$ cat src/rtl/wbu_char_to_codeword.sv
// rtl/wbu_char_to_codeword.sv - decodes received printable bytes to hexbits and packs them into 36-bit codewords
module wbu_char_to_codeword #(
    parameter int TIMEOUT   = 1_000_000,
    parameter int LGTIMEOUT = 20
) (
    input  logic        i_clk,
    input  logic        i_reset_n,
    input  logic        i_stb,
    input  logic [7:0]  i_byte,
    output logic        o_stb,
    output logic [35:0] o_codword,
    input  logic        i_busy,
    output logic        o_active,
    output logic        o_err
);

    typedef enum logic [1:0] {TOK_HEX, TOK_WS, TOK_BAD} tok_t;
    typedef enum logic {IDLE, COLLECT} state_t;

    localparam logic [LGTIMEOUT-1:0] TO_VAL = LGTIMEOUT'(TIMEOUT);

    tok_t                 dec_tok_c, dec_tok;
    logic [5:0]           dec_bits_c, dec_bits;
    logic                 dec_valid;

    state_t               state, state_nx;
    logic [35:0]          cw, cw_nx;
    logic [2:0]           rem, rem_nx;
    logic [2:0]           idx, idx_nx;
    logic [LGTIMEOUT-1:0] timer;
    logic                 timeout_hit;
    logic                 word_done;
    logic                 bad_tok;
    logic                 load;

    // Six-bit arithmetic on i_byte[5:0] is enough: each character range maps linearly mod 64
    always_comb begin
        dec_tok_c  = TOK_BAD;
        dec_bits_c = 6'd0;
        if (i_byte >= "0" && i_byte <= "9") begin
            dec_tok_c  = TOK_HEX;
            dec_bits_c = {2'b00, i_byte[3:0]};
        end else if (i_byte >= "A" && i_byte <= "Z") begin
            dec_tok_c  = TOK_HEX;
            dec_bits_c = i_byte[5:0] + 6'd9;
        end else if (i_byte >= "a" && i_byte <= "z") begin
            dec_tok_c  = TOK_HEX;
            dec_bits_c = i_byte[5:0] + 6'd3;
        end else if (i_byte == "@") begin
            dec_tok_c  = TOK_HEX;
            dec_bits_c = 6'd62;
        end else if (i_byte == "%") begin
            dec_tok_c  = TOK_HEX;
            dec_bits_c = 6'd63;
        end else if (i_byte == 8'h20 || i_byte == 8'h09 || i_byte == 8'h0A || i_byte == 8'h0D) begin
            dec_tok_c  = TOK_WS;
        end
    end

    always_ff @(posedge i_clk or negedge i_reset_n) begin
        if (!i_reset_n) begin
            dec_valid <= 1'b0;
            dec_tok   <= TOK_BAD;
            dec_bits  <= 6'd0;
        end else begin
            dec_valid <= i_stb;
            if (i_stb) begin
                dec_tok  <= dec_tok_c;
                dec_bits <= dec_bits_c;
            end
        end
    end

    // A pending byte (decoded or just arriving) always takes priority over expiry
    assign timeout_hit = (TIMEOUT != 0) && (state == COLLECT) && (timer == TO_VAL)
                         && !dec_valid && !i_stb;

    always_ff @(posedge i_clk or negedge i_reset_n) begin
        if (!i_reset_n) begin
            state <= IDLE;
        end else begin
            state <= state_nx;
        end
    end

    always_comb begin
        state_nx = state;
        if (dec_valid) begin
            case (dec_tok)
                TOK_HEX: begin
                    if (state == IDLE) begin
                        state_nx = (dec_bits[5:4] == 2'b00) ? IDLE : COLLECT;
                    end else if (rem == 3'd1) begin
                        state_nx = IDLE;
                    end
                end
                default: state_nx = IDLE;
            endcase
        end else if (timeout_hit) begin
            state_nx = IDLE;
        end
    end

    always_comb begin
        word_done = 1'b0;
        bad_tok   = 1'b0;
        cw_nx     = cw;
        rem_nx    = rem;
        idx_nx    = idx;
        if (dec_valid) begin
            case (dec_tok)
                TOK_HEX: begin
                    if (state == IDLE) begin
                        cw_nx  = {dec_bits, 30'd0};
                        idx_nx = 3'd1;
                        case (dec_bits[5:4])
                            2'b00:   word_done = 1'b1;
                            2'b01:   rem_nx = 3'd1;
                            2'b10:   rem_nx = 3'd2;
                            default: rem_nx = 3'd5;
                        endcase
                    end else begin
                        case (idx)
                            3'd1:    cw_nx[29:24] = dec_bits;
                            3'd2:    cw_nx[23:18] = dec_bits;
                            3'd3:    cw_nx[17:12] = dec_bits;
                            3'd4:    cw_nx[11:6]  = dec_bits;
                            3'd5:    cw_nx[5:0]   = dec_bits;
                            default: cw_nx = cw;
                        endcase
                        rem_nx    = rem - 3'd1;
                        idx_nx    = idx + 3'd1;
                        word_done = (rem == 3'd1);
                    end
                end
                TOK_BAD: bad_tok = 1'b1;
                default: bad_tok = 1'b0;
            endcase
        end
    end

    always_ff @(posedge i_clk or negedge i_reset_n) begin
        if (!i_reset_n) begin
            cw    <= 36'd0;
            rem   <= 3'd0;
            idx   <= 3'd0;
            timer <= '0;
        end else begin
            cw  <= cw_nx;
            rem <= rem_nx;
            idx <= idx_nx;
            if (i_stb || state != COLLECT) begin
                timer <= '0;
            end else if (timer != TO_VAL) begin
                timer <= timer + LGTIMEOUT'(1);
            end
        end
    end

    assign load = word_done && (!o_stb || !i_busy);

    always_ff @(posedge i_clk or negedge i_reset_n) begin
        if (!i_reset_n) begin
            o_stb     <= 1'b0;
            o_codword <= 36'd0;
            o_err     <= 1'b0;
        end else begin
            if (load) begin
                o_stb     <= 1'b1;
                o_codword <= cw_nx;
            end else if (!i_busy) begin
                o_stb <= 1'b0;
            end
            o_err <= bad_tok || (word_done && o_stb && i_busy);
        end
    end

    assign o_active = (state == COLLECT) || dec_valid;

endmodule
$ cat config.mk
export PLATFORM = sky130hd
export DESIGN_NAME = wbu_char_to_codeword
export DESIGN_NICKNAME = d
export VERILOG_FILES = /design/src/rtl/wbu_char_to_codeword.sv
export SDC_FILE = /design/constraint.sdc
export NUM_CORES = 1
export LEC_CHECK = 0
export ABC_CLOCK_PERIOD_IN_PS = 1800
export BUFFER_PORTS_ARGS = -buffer_cell sky130_fd_sc_hd__buf_2
export CAP_MARGIN = 10
export CORE_MARGIN = 2
export CORE_UTILIZATION = 40
export CTS_CLUSTER_SIZE = 20
export DETAILED_ROUTE_END_ITERATION = 10
export MAX_ROUTING_LAYER = met4
export PLACE_DENSITY = 0.58
export SLEW_MARGIN = 30
export SYNTH_ARGS = -nofsm -noshare
export SYNTH_HDL_FRONTEND = slang
export SYNTH_SLANG_ARGS = --single-unit
$ cat constraint.sdc
create_clock -name i_clk -period 1.8 [get_ports i_clk]
set_clock_uncertainty 0.05 [all_clocks]
set_input_delay 0.36 -clock i_clk [delete_from_list [all_inputs] [get_ports i_clk]]
set_output_delay 0.36 -clock i_clk [all_outputs]
set_load 0.01 [all_outputs]
==> flow_summary_export.csv, run 1 <==
group,metric,value,unit
status,outcome,"complete, but fails checks",
status,violations,"setup timing",
grt,grt_pass1_vias,4143,
floorplanning,die_w,119.8,µm
grt,grt_pass1_wl,21110,µm
clock_network,clockBufferDepth,2,
routing,drt-pass1-iter-count,4,
worst_setup_path,cpPeakStageDelay,0.42,ns
clock_network,cts_max_level,3,
power_and_ir_drop,p_leak,3.318,nW
synthesis,ys.flop_type,"dfrtp_1",
synthesis,ys_top_cells_by_count,"dfrtp_1, nor2_1, nand2_1, mux2i_1, o31ai_1",
synthesis,synth_edf_count,0,
timing,finalCritPeriodShare,103.5,%
synthesis,yosys_warnings,0,
clock_network,clockRootBuffer,"clkbuf_16",
worst_setup_path,r2r_slack,-0.06,ns
worst_setup_path,start_kind,"flip-flop",
synthesis,yosysTopAreaCellShare,50.84,%
routing,routed_wl,12740,µm
worst_setup_path,cpMaxStageDelayCell,"or3b_4",
placement,pre_cts_ws,-0.2146,ns
synthesis,ys_seq_area_share,51.33,%
timing,clock.fmax,0.5369,GHz
grt,grt_overflow,0,
power_and_ir_drop,fin_total_pwr,0.006337,W
flow_run,maxCapViolations,0,
worst_setup_path,worstReg2RegStart,"dec_tok[1]",
worst_hold_path,min_to,"o_stb",
power_and_ir_drop,p_per_area,904.7,mW/mm²
synthesis,ys_top_cells_by_area,"dfrtp_1, mux2i_1, o31ai_1, ha_1, mux2_4",
floorplanning,coreArea,0.01319,mm²
worst_setup_path,cp-end-kind,"flip-flop",
floorplanning,num_rows,42,
final_layout,finalNonFillerCells,790,
worst_setup_path,timing.rr.end,"o_codword[17]",
routing,avgRoutedWirePerCell,16.13,µm
routing,vias,4195,
final_layout,layout.nets,637,
placement,place_area,0.006294,mm²
worst_setup_path,critical_path_buf_inv_count,1,
synthesis,synth_most_common_cell,"dfrtp_1",
worst_setup_path,path_max_fanout,6,
floorplanning,die_h,119.8,µm
clock_network,cts_buffers,9,
synthesis,synth_nets,523,
worst_setup_path,required,1.99,ns
clock_network,cts_tree,"built",
timing,fin_crit,1.863,ns
worst_hold_path,whs_path_depth,2,
worst_setup_path,critPathKind,"flip-flop to flip-flop",
floorplanning,die_area,0.01436,mm²
routing,initialDrtViolationCount,309,
clock_network,clk_latency,0.35,ns
worst_setup_path,arrival,2.06,ns
synthesis,synth.distinct_cells,63,
timing,finalSetupViolations,13,
routing,ant_nets,0,
clock_network,clock-sinks,110,
final_layout,area_growth,30.55,%
timing,worstMarginPinSlew,0.5675,ns
timing,setup_slack,-0.06271,ns
timing,hold-worst-slack,0.2632,ns
worst_setup_path,crit_chain,"or3b_4 > a221o_2 > clkbuf_16 > mux2_4",
final_layout,design_area,0.007004,mm²
placement,dp.cells,760,
worst_setup_path,critPathTopFamily,"simple AND/OR/NAND/NOR gates",
worst_hold_path,worstHoldPathType,"primary input to flip-flop",
placement,numPortBuffers,50,
floorplanning,initial_utilization,40.68,%
timing,grt_setup_unrepaired,"yes",
final_layout,fillCellCount,1166,
timing,relSlewSlack,62.17,%
final_layout,drive_gt1_share,36.48,%
timing,hold_violations,0,
final_layout,diodes,0,
synthesis,avgSynthCellArea,10.84,µm²
placement,place_congestion,0.8985,
grt,grt_max_degree,50,
clock_network,path_clk_slew,0.08,ns
synthesis,netlist_instances,495,
synthesis,synth_area,0.005365,mm²
synthesis,synth_seq_cells,110,
worst_setup_path,reg2reg_depth,4,
worst_hold_path,worstHoldStart,"i_busy",
placement,dp_hpwl,8741,µm
floorplanning,io_pins,51,
routing,drc,0,
timing,final_max_slew_viol_count,0,
routing,via_per_inst,5.310,
synthesis,synth_top_cell_by_area,"dfrtp_1",
synthesis,async_flop_share,100.0,%
grt,track_usage,19.06,%
grt,antenna_found_initial,0,
power_and_ir_drop,ir_drop,484.4,µV
## worst reg2reg max path, stage by stage (launching register included)
cell and delay, ns:
dfstp_2 0.37, or3b_4 0.42, a221o_2 0.42, clkbuf_16 0.20, mux2_4 0.29
## placed cells by master, fill, tap and decap left out, types with 3 or more instances in the layout
cell and instances:
o22ai_1 4, or4_1 5, buf_6 3, ha_1 11
nor2b_1 7, o31ai_1 14, mux2i_2 4, or3_1 3
clkbuf_16 10, nand2b_1 5, and4_1 3, nor4b_1 3
inv_2 5, dfrtp_1 107, mux2i_1 26, nand2_1 45
a31oi_1 5, xor2_1 8, o221ai_1 3, inv_1 11
buf_2 49, buf_12 6, mux2_4 18, nor3_1 3
nand3_2 3, nand4_1 8, o21a_1 3, buf_4 70
xnor2_1 4, nand3_1 10, o31ai_2 16, nor2_1 47
o21ai_0 12, a21oi_1 12, ha_4 4, nor4_1 5
## registers in the layout, indices dropped and copies added, names as in the netlist
register and count:
cw 36, o_codword 36, timer 20, dec_bits 6
idx 3, rem 3, dec_tok 2, dec_valid 1
o_err 1, o_stb 1, state 1
## layer usage
layer	vias to the layer above	GRT usage, %	wire length, µm
met3	11	4.800	414
li1	2019	-	-
met1	2095	25.42	5797
met5	-	-	0
met4	0	4.632	140
met2	70	29.43	6388
## power by group
part | internal [W] | total [W] | switching [W]
registers | 0.00275 | 0.00293 | 0.000181
clock network | 0.000970 | 0.00193 | 0.000956
logic | 0.000726 | 0.00148 | 0.000754
## per-stage QoR
stage / utilization (%) / setup TNS (ns)
2_1_floorplan: - / -1.089
4_1_cts: 50.94 / -0.004242
3_5_place_dp: 47.71 / -5.785
5_1_grt: 53.10 / -1.396
6_report: 53.10 / -0.6365
3_3_place_gp: 47.71 / -3.688
## layout make-up
cell class                      count  area, µm²  area share (%)
Clock buffer                        9      225.2           3.215
Clock inverter                      7      67.56          0.9646
Inverter                           18      75.07           1.072
Multi-Input combinational cell    340       2700           38.55
Sequential cell                   110       2756           39.35
Tap cell                          176      220.2           3.144
Timing Repair Buffer              130      959.7           13.70
## kinds of logic (layout without fill, tap and decap cells)
kind of cell	after synthesis	after routing	synth area share (%)
buffers and inverters	45	164	3.848
AND/OR/NAND/NOR	171	171	16.60
XOR/XNOR	12	12	1.959
AO/OA/AOI/OAI	91	91	11.92
adder cells (fa/ha/maj)	16	16	3.731
flip-flops	110	110	51.33
multiplexers	50	50	10.61
## worst max path at each step
stage / startpoint / endpoint / slack [ns] / cells after the start
6_report: dec_tok[1] / o_codword[17] / -0.06 / 4
5_1_grt: timer[0] / timer[0] / -0.10 / 7
4_1_cts: dec_tok[1] / o_codword[32] / -0.004 / 5
3_5_place_dp: i_byte[1] / dec_bits[3] / -0.21 / 7
3_3_place_gp: i_byte[1] / dec_bits[3] / -0.16 / 7
2_1_floorplan: dec_tok[0] / o_codword[12] / -0.09 / 6
## what timing repair did
| action | in CTS | in global routing |
|---|---|---|
| endpoints found under the setup margin | 66 | 49 |
| hold buffers | 1 | 0 |
| pin swaps | 2 | 5 |
| hold endpoints to repair | 28 | 0 |
| gates resized for setup | 21 | 45 |
| gates cloned | 0 | 1 |
| setup buffers | 4 | 8 |
No activity file was read; power rests on OpenSTA's default activity.
==> inputs of run 2 (changes only) <==
- CTS_BUF_LIST: unset -> sky130_fd_sc_hd__clkbuf_2 sky130_fd_sc_hd__clkbuf_4 sky130_fd_sc_hd__clkbuf_8
- HOLD_SLACK_MARGIN: unset -> 0.12
==> run 2 against run 1 <==
Against the previous run:
- the flow still finishes with violations (setup timing)
- final cell count rose by 0.13%
- combinational power barely moved
- worst setup slack improved by 0.0018 ns
- first-iteration DRC count fell by 6.5%
- design area fell by 1.2%
- maximum frequency barely moved
- clock power fell by 26%
- flip-flop and latch count did not move
- sequential share of layout area rose by 0.49 points
- register-to-register slack barely moved
- critical path depth rose by 4
- non-clock buffer count rose by 1
- critical path type unchanged
==> flow_summary_export.csv, run 2 (synthesis results as in run 1) <==
group,metric,value,unit
floorplanning,die_h,119.8,µm
worst_setup_path,cpPeakStageDelay,0.47,ns
status,outcome,"complete, but fails checks",
worst_setup_path,arrival,2.10,ns
final_layout,top_regs,"cw x36, o_codword x36, timer x20",
final_layout,seq_area,0.002758,mm²
power_and_ir_drop,p_leak,3.279,nW
grt,antenna_found_initial,0,
timing,clock.fmax,0.5374,GHz
routing,via_per_inst,5.263,
clock_network,cts_tree,"built",
routing,routed_wl,12650,µm
final_layout,fillCellCount,1186,
grt,grt_pass1_wl,20970,µm
placement,place_area,0.006294,mm²
worst_setup_path,cpMaxStageDelayCell,"or4bb_4",
power_and_ir_drop,fin_total_pwr,0.005852,W
floorplanning,die_area,0.01436,mm²
worst_setup_path,critPathKind,"flip-flop to flip-flop",
grt,grt_max_degree,50,
worst_setup_path,worstReg2RegStart,"timer[0]",
clock_network,clockRootBuffer,"clkbuf_8",
grt,grt_overflow,0,
floorplanning,num_rows,42,
timing,finalCritPeriodShare,103.4,%
worst_setup_path,required,2.04,ns
timing,setup_slack,-0.06087,ns
routing,ant_nets,0,
floorplanning,coreArea,0.01319,mm²
placement,dp.cells,760,
final_layout,layout.nets,638,
worst_setup_path,path_max_fanout,2,
placement,numPortBuffers,50,
worst_hold_path,worstHoldStart,"i_busy",
placement,dp_hpwl,8741,µm
grt,grt_pass1_vias,4117,
timing,final_max_slew_viol_count,0,
clock_network,clockBufferDepth,2,
final_layout,finalNonFillerCells,791,
clock_network,path_clk_slew,0.10,ns
routing,drc,0,
routing,drt-pass1-iter-count,5,
worst_setup_path,start_kind,"flip-flop",
timing,relSlewSlack,62.44,%
timing,hold-worst-slack,0.2158,ns
worst_setup_path,cp-end-kind,"flip-flop",
final_layout,drive_gt1_share,36.42,%
status,violations,"setup timing",
worst_setup_path,crit_chain,"buf_6 > inv_4 > ha_4 > or4bb_4 > nor4_4 > buf_4 > nand3_2 > o31ai_1",
clock_network,clk_latency,0.38,ns
final_layout,layout_commonest_cell,"dfrtp_1",
floorplanning,io_pins,51,
placement,place_congestion,0.8985,
routing,vias,4163,
timing,hold_violations,0,
final_layout,diodes,0,
timing,fin_crit,1.861,ns
floorplanning,initial_utilization,40.68,%
final_layout,layout_common_cells,"dfrtp_1, buf_4, buf_2, nor2_1, nand2_1",
routing,initialDrtViolationCount,289,
timing,grt_setup_unrepaired,"yes",
final_layout,multi_input_area,0.002703,mm²
flow_run,maxCapViolations,0,
clock_network,cts_max_level,3,
floorplanning,die_w,119.8,µm
timing,worstMarginPinSlew,0.5634,ns
worst_setup_path,startpoint,"timer[0]",
power_and_ir_drop,p_per_area,845.6,mW/mm²
worst_hold_path,worstHoldPathType,"primary input to flip-flop",
power_and_ir_drop,ir_drop,445.8,µV
timing,finalSetupViolations,14,
routing,avgRoutedWirePerCell,15.99,µm
final_layout,area_growth,28.99,%
final_layout,design_area,0.006920,mm²
clock_network,cts_buffers,9,
clock_network,clock-sinks,110,
grt,track_usage,19.00,%
run 2: cell count changes in the layout (fill, tap and decap cells not counted), moves of 3 or more:
cell and change:
clkbuf_16 -10, clkbuf_8 +9, buf_6 +5, o31ai_1 +4, o31ai_2 -4, ha_1 -3
run 2: area by class of cell:
class | instances | area share [%]
Clock buffer | 9 | 1.790
Clock inverter | 7 | 0.9763
Inverter | 18 | 1.121
Multi-Input combinational cell | 340 | 39.05
Sequential cell | 110 | 39.85
Tap cell | 176 | 3.182
Timing Repair Buffer | 131 | 14.03
run 2: where the power goes:
group / switching, W / internal, W / total [W]
clock: 0.000901 / 0.000534 / 0.00143
combinational: 0.000753 / 0.000734 / 0.00149
sequential: 0.000181 / 0.00275 / 0.00293
run 2: worst max-delay path, delay by kind of cell (launching register included):
kind | cells | cell delay, ns
and+or+nand+nor | 3 | 0.75
adders and majority gates | 1 | 0.12
AOI/OAI and AO/OA | 1 | 0.07
buffers and inverters | 3 | 0.36
DFF | 1 | 0.42
run 2: path summary, 6_finish.rpt:
| check | slack (ns) | end | depth (start not counted) |
|---|---|---|---|
| max reg2reg | -0.06 | timer[0] | 8 |
| min in group asynchronous | 0.39 | o_codword[22] | 2 |
| min reg2reg | 0.43 | o_codword[22] | 2 |
| max | -0.06 | timer[0] | 8 |
| min | 0.22 | o_stb | 2 |
| max in group asynchronous | 0.69 | dec_tok[1] | 3 |
run 2: timing repair:
item	in CTS	in global routing
pin swaps	5	13
hold buffers	1	0
setup buffers	8	6
resized for setup	20	54
endpoints found under the hold margin	28	0
cloned	0	0
setup endpoints to repair	68	50
run 2: through the flow:
step	util, %	worst slack, ns	setup TNS (ns)
after floorplan	-	-0.09233	-1.089
after global placement	47.71	-0.1614	-3.688
after detailed placement	47.71	-0.2146	-5.785
after CTS	50.43	-0.03047	-0.1045
after global routing	52.47	-0.1409	-1.525
final	52.47	-0.06087	-0.6580
run 2: layer usage:
metal	part of all wire [%]	track usage (%)	up-vias
met1	46	25.48	2057
met5	0	-	-
met4	1.0	5.074	0
li1	-	-	2015
met2	49	29.25	80
met3	3.8	4.373	11
==> inputs of run 3 (changes only) <==
- CELL_PAD_IN_SITES_DETAIL_PLACEMENT: unset -> 1
- CELL_PAD_IN_SITES_GLOBAL_PLACEMENT: unset -> 1
- PLACE_DENSITY: 0.58 -> 0.7
==> run 3 against run 2 <==
Against the previous run:
- the run still ends with setup timing left
- register-to-register slack got worse by 0.09 ns
- routed wire length is 32% higher
- critical path depth shrank 3
- flip-flop and latch count is the same
- first-iteration DRC count shrank 6.2%
- die area unchanged
==> flow_summary_export.csv, run 3 (synthesis results as in run 1) <==
group,metric,value,unit
worst_hold_path,whs_path_depth,2,
worst_setup_path,path_max_fanout,8,
final_layout,layout_common_cells,"dfrtp_1, buf_4, buf_2, nor2_1, nand2_1",
worst_setup_path,reg2reg_depth,5,
placement,dp.cells,769,
timing,fin_crit,1.946,ns
clock_network,cts_tree,"built",
clock_network,cts_buffers,9,
timing,tns,-2.203,ns
timing,finalCritPeriodShare,108.1,%
routing,drt-pass1-iter-count,4,
placement,place_area,0.006374,mm²
grt,grt_max_degree,50,
worst_setup_path,r2r_slack,-0.15,ns
floorplanning,die_h,119.8,µm
timing,grt_setup_unrepaired,"yes",
placement,numPortBuffers,50,
final_layout,fillCellCount,1380,
grt,grt_pass1_vias,4538,
floorplanning,coreArea,0.01319,mm²
clock_network,clockBufferDepth,2,
status,outcome,"complete, but fails checks",
timing,clock.fmax,0.5139,GHz
routing,initialDrtViolationCount,271,
worst_hold_path,worstHoldStart,"i_busy",
clock_network,clock-sinks,110,
worst_setup_path,arrival,2.20,ns
status,violations,"setup timing",
worst_setup_path,startpoint,"dec_tok[1]",
grt,track_usage,21.55,%
power_and_ir_drop,p_leak,3.466,nW
final_layout,layout.nets,649,
worst_hold_path,min_to,"o_stb",
timing,worstMarginPinSlew,0.5859,ns
timing,relSlewSlack,60.94,%
placement,place_congestion,0.8909,
clock_network,clockRootBuffer,"clkbuf_8",
routing,vias,4439,
floorplanning,io_pins,51,
worst_setup_path,critPathKind,"flip-flop to flip-flop",
worst_setup_path,worstReg2RegStart,"dec_tok[1]",
final_layout,diodes,0,
floorplanning,num_rows,42,
clock_network,clk_latency,0.40,ns
final_layout,area_growth,39.62,%
worst_setup_path,required,2.05,ns
timing,setup_slack,-0.1459,ns
routing,avgRoutedWirePerCell,20.76,µm
routing,ant_nets,0,
worst_setup_path,start_kind,"flip-flop",
grt,antenna_found_initial,0,
timing,hold_violations,0,
power_and_ir_drop,fin_total_pwr,0.006310,W
timing,hold-worst-slack,0.1991,ns
floorplanning,die_area,0.01436,mm²
worst_setup_path,cp-end-kind,"flip-flop",
clock_network,cts_max_level,3,
final_layout,design_area,0.007491,mm²
timing,final_max_slew_viol_count,0,
worst_hold_path,worstHoldPathType,"primary input to flip-flop",
clock_network,path_clk_slew,0.12,ns
floorplanning,initial_utilization,40.68,%
grt,grt_overflow,0,
floorplanning,die_w,119.8,µm
grt,grt_pass1_wl,23560,µm
worst_setup_path,timing.rr.end,"o_codword[29]",
final_layout,top_regs,"cw x36, o_codword x36, timer x20",
power_and_ir_drop,ir_drop,528.0,µV
routing,via_per_inst,5.535,
final_layout,layout_commonest_cell,"dfrtp_1",
timing,finalSetupViolations,42,
routing,drc,0,
final_layout,drive_gt1_share,44.41,%
flow_run,maxCapViolations,0,
power_and_ir_drop,p_per_area,842.4,mW/mm²
final_layout,finalNonFillerCells,802,
placement,dp_hpwl,10280,µm
routing,routed_wl,16650,µm
-- run 3: cell types whose count changed in the layout (fill, tap and decap cells not counted), sizes merged --
cell,delta
clkinv,-2
inv,+1
buf,+7
clkbuf,+5
-- run 3: per-layer routing --
metal	share of wire [%]	vias to the layer above	wire length, µm	track usage (%)
li1	-	2049	-	-
met1	40	2277	6709	26.05
met2	54	81	9044	36.93
met4	2.6	0	431	5.735
met3	2.8	32	467	4.373
met5	0	-	0	-
-- run 3: worst max-delay path, cell delays in order (launching register included) --
cell and delay (ns):
dfstp_2 0.39, or3b_4 0.43, a221o_2 0.38, buf_12 0.18
clkbuf_16 0.18, o31ai_2 0.24
-- run 3: how the worst max path moves through the flow --
stage | endpoint | depth (start not counted)
after CTS | timer[0] | 7
final | o_codword[29] | 5
after detailed placement | dec_bits[3] | 7
after global placement | dec_bits[3] | 7
after global routing | o_codword[29] | 5
after floorplan | o_codword[12] | 6
-- run 3: final cells by class --
| type | instances | area, µm² | area share, % |
|---|---|---|---|
| multi-input cells | 340 | 3077 | 41.07 |
| flip-flops and latches | 110 | 2759 | 36.83 |
| repair buffers | 142 | 1160 | 15.48 |
| well taps | 176 | 220.2 | 2.940 |
| clock buffers | 10 | 137.6 | 1.837 |
| inverters | 18 | 75.07 | 1.002 |
| clock inverters | 6 | 62.56 | 0.8351 |
-- run 3: timing repair --
item | 4_1_cts | 5_1_grt
hold buffers | 1 | 0
endpoints found under the hold margin | 31 | 0
cloned | 0 | 6
gates resized for setup | 25 | 126
setup endpoints to repair | 66 | 45
setup buffers | 4 | 6
pin swaps | 5 | 14
-- run 3: where the power goes --
group / switching (W) / total, W / internal [W]
Sequential: 0.000246 / 0.00300 / 0.00275
Clock: 0.000946 / 0.00152 / 0.000578
Combinational: 0.000932 / 0.00179 / 0.000859
Total: 0.00212 / 0.00631 / 0.00419
-- run 3: metrics by stage --
step | utilization, % | worst slack, ns
2_1_floorplan | - | -0.09233
3_3_place_gp | 48.32 | -0.1714
3_5_place_dp | 48.32 | -0.2571
4_1_cts | 50.83 | -0.04909
5_1_grt | 56.79 | -0.1948
6_report | 56.79 | -0.1459
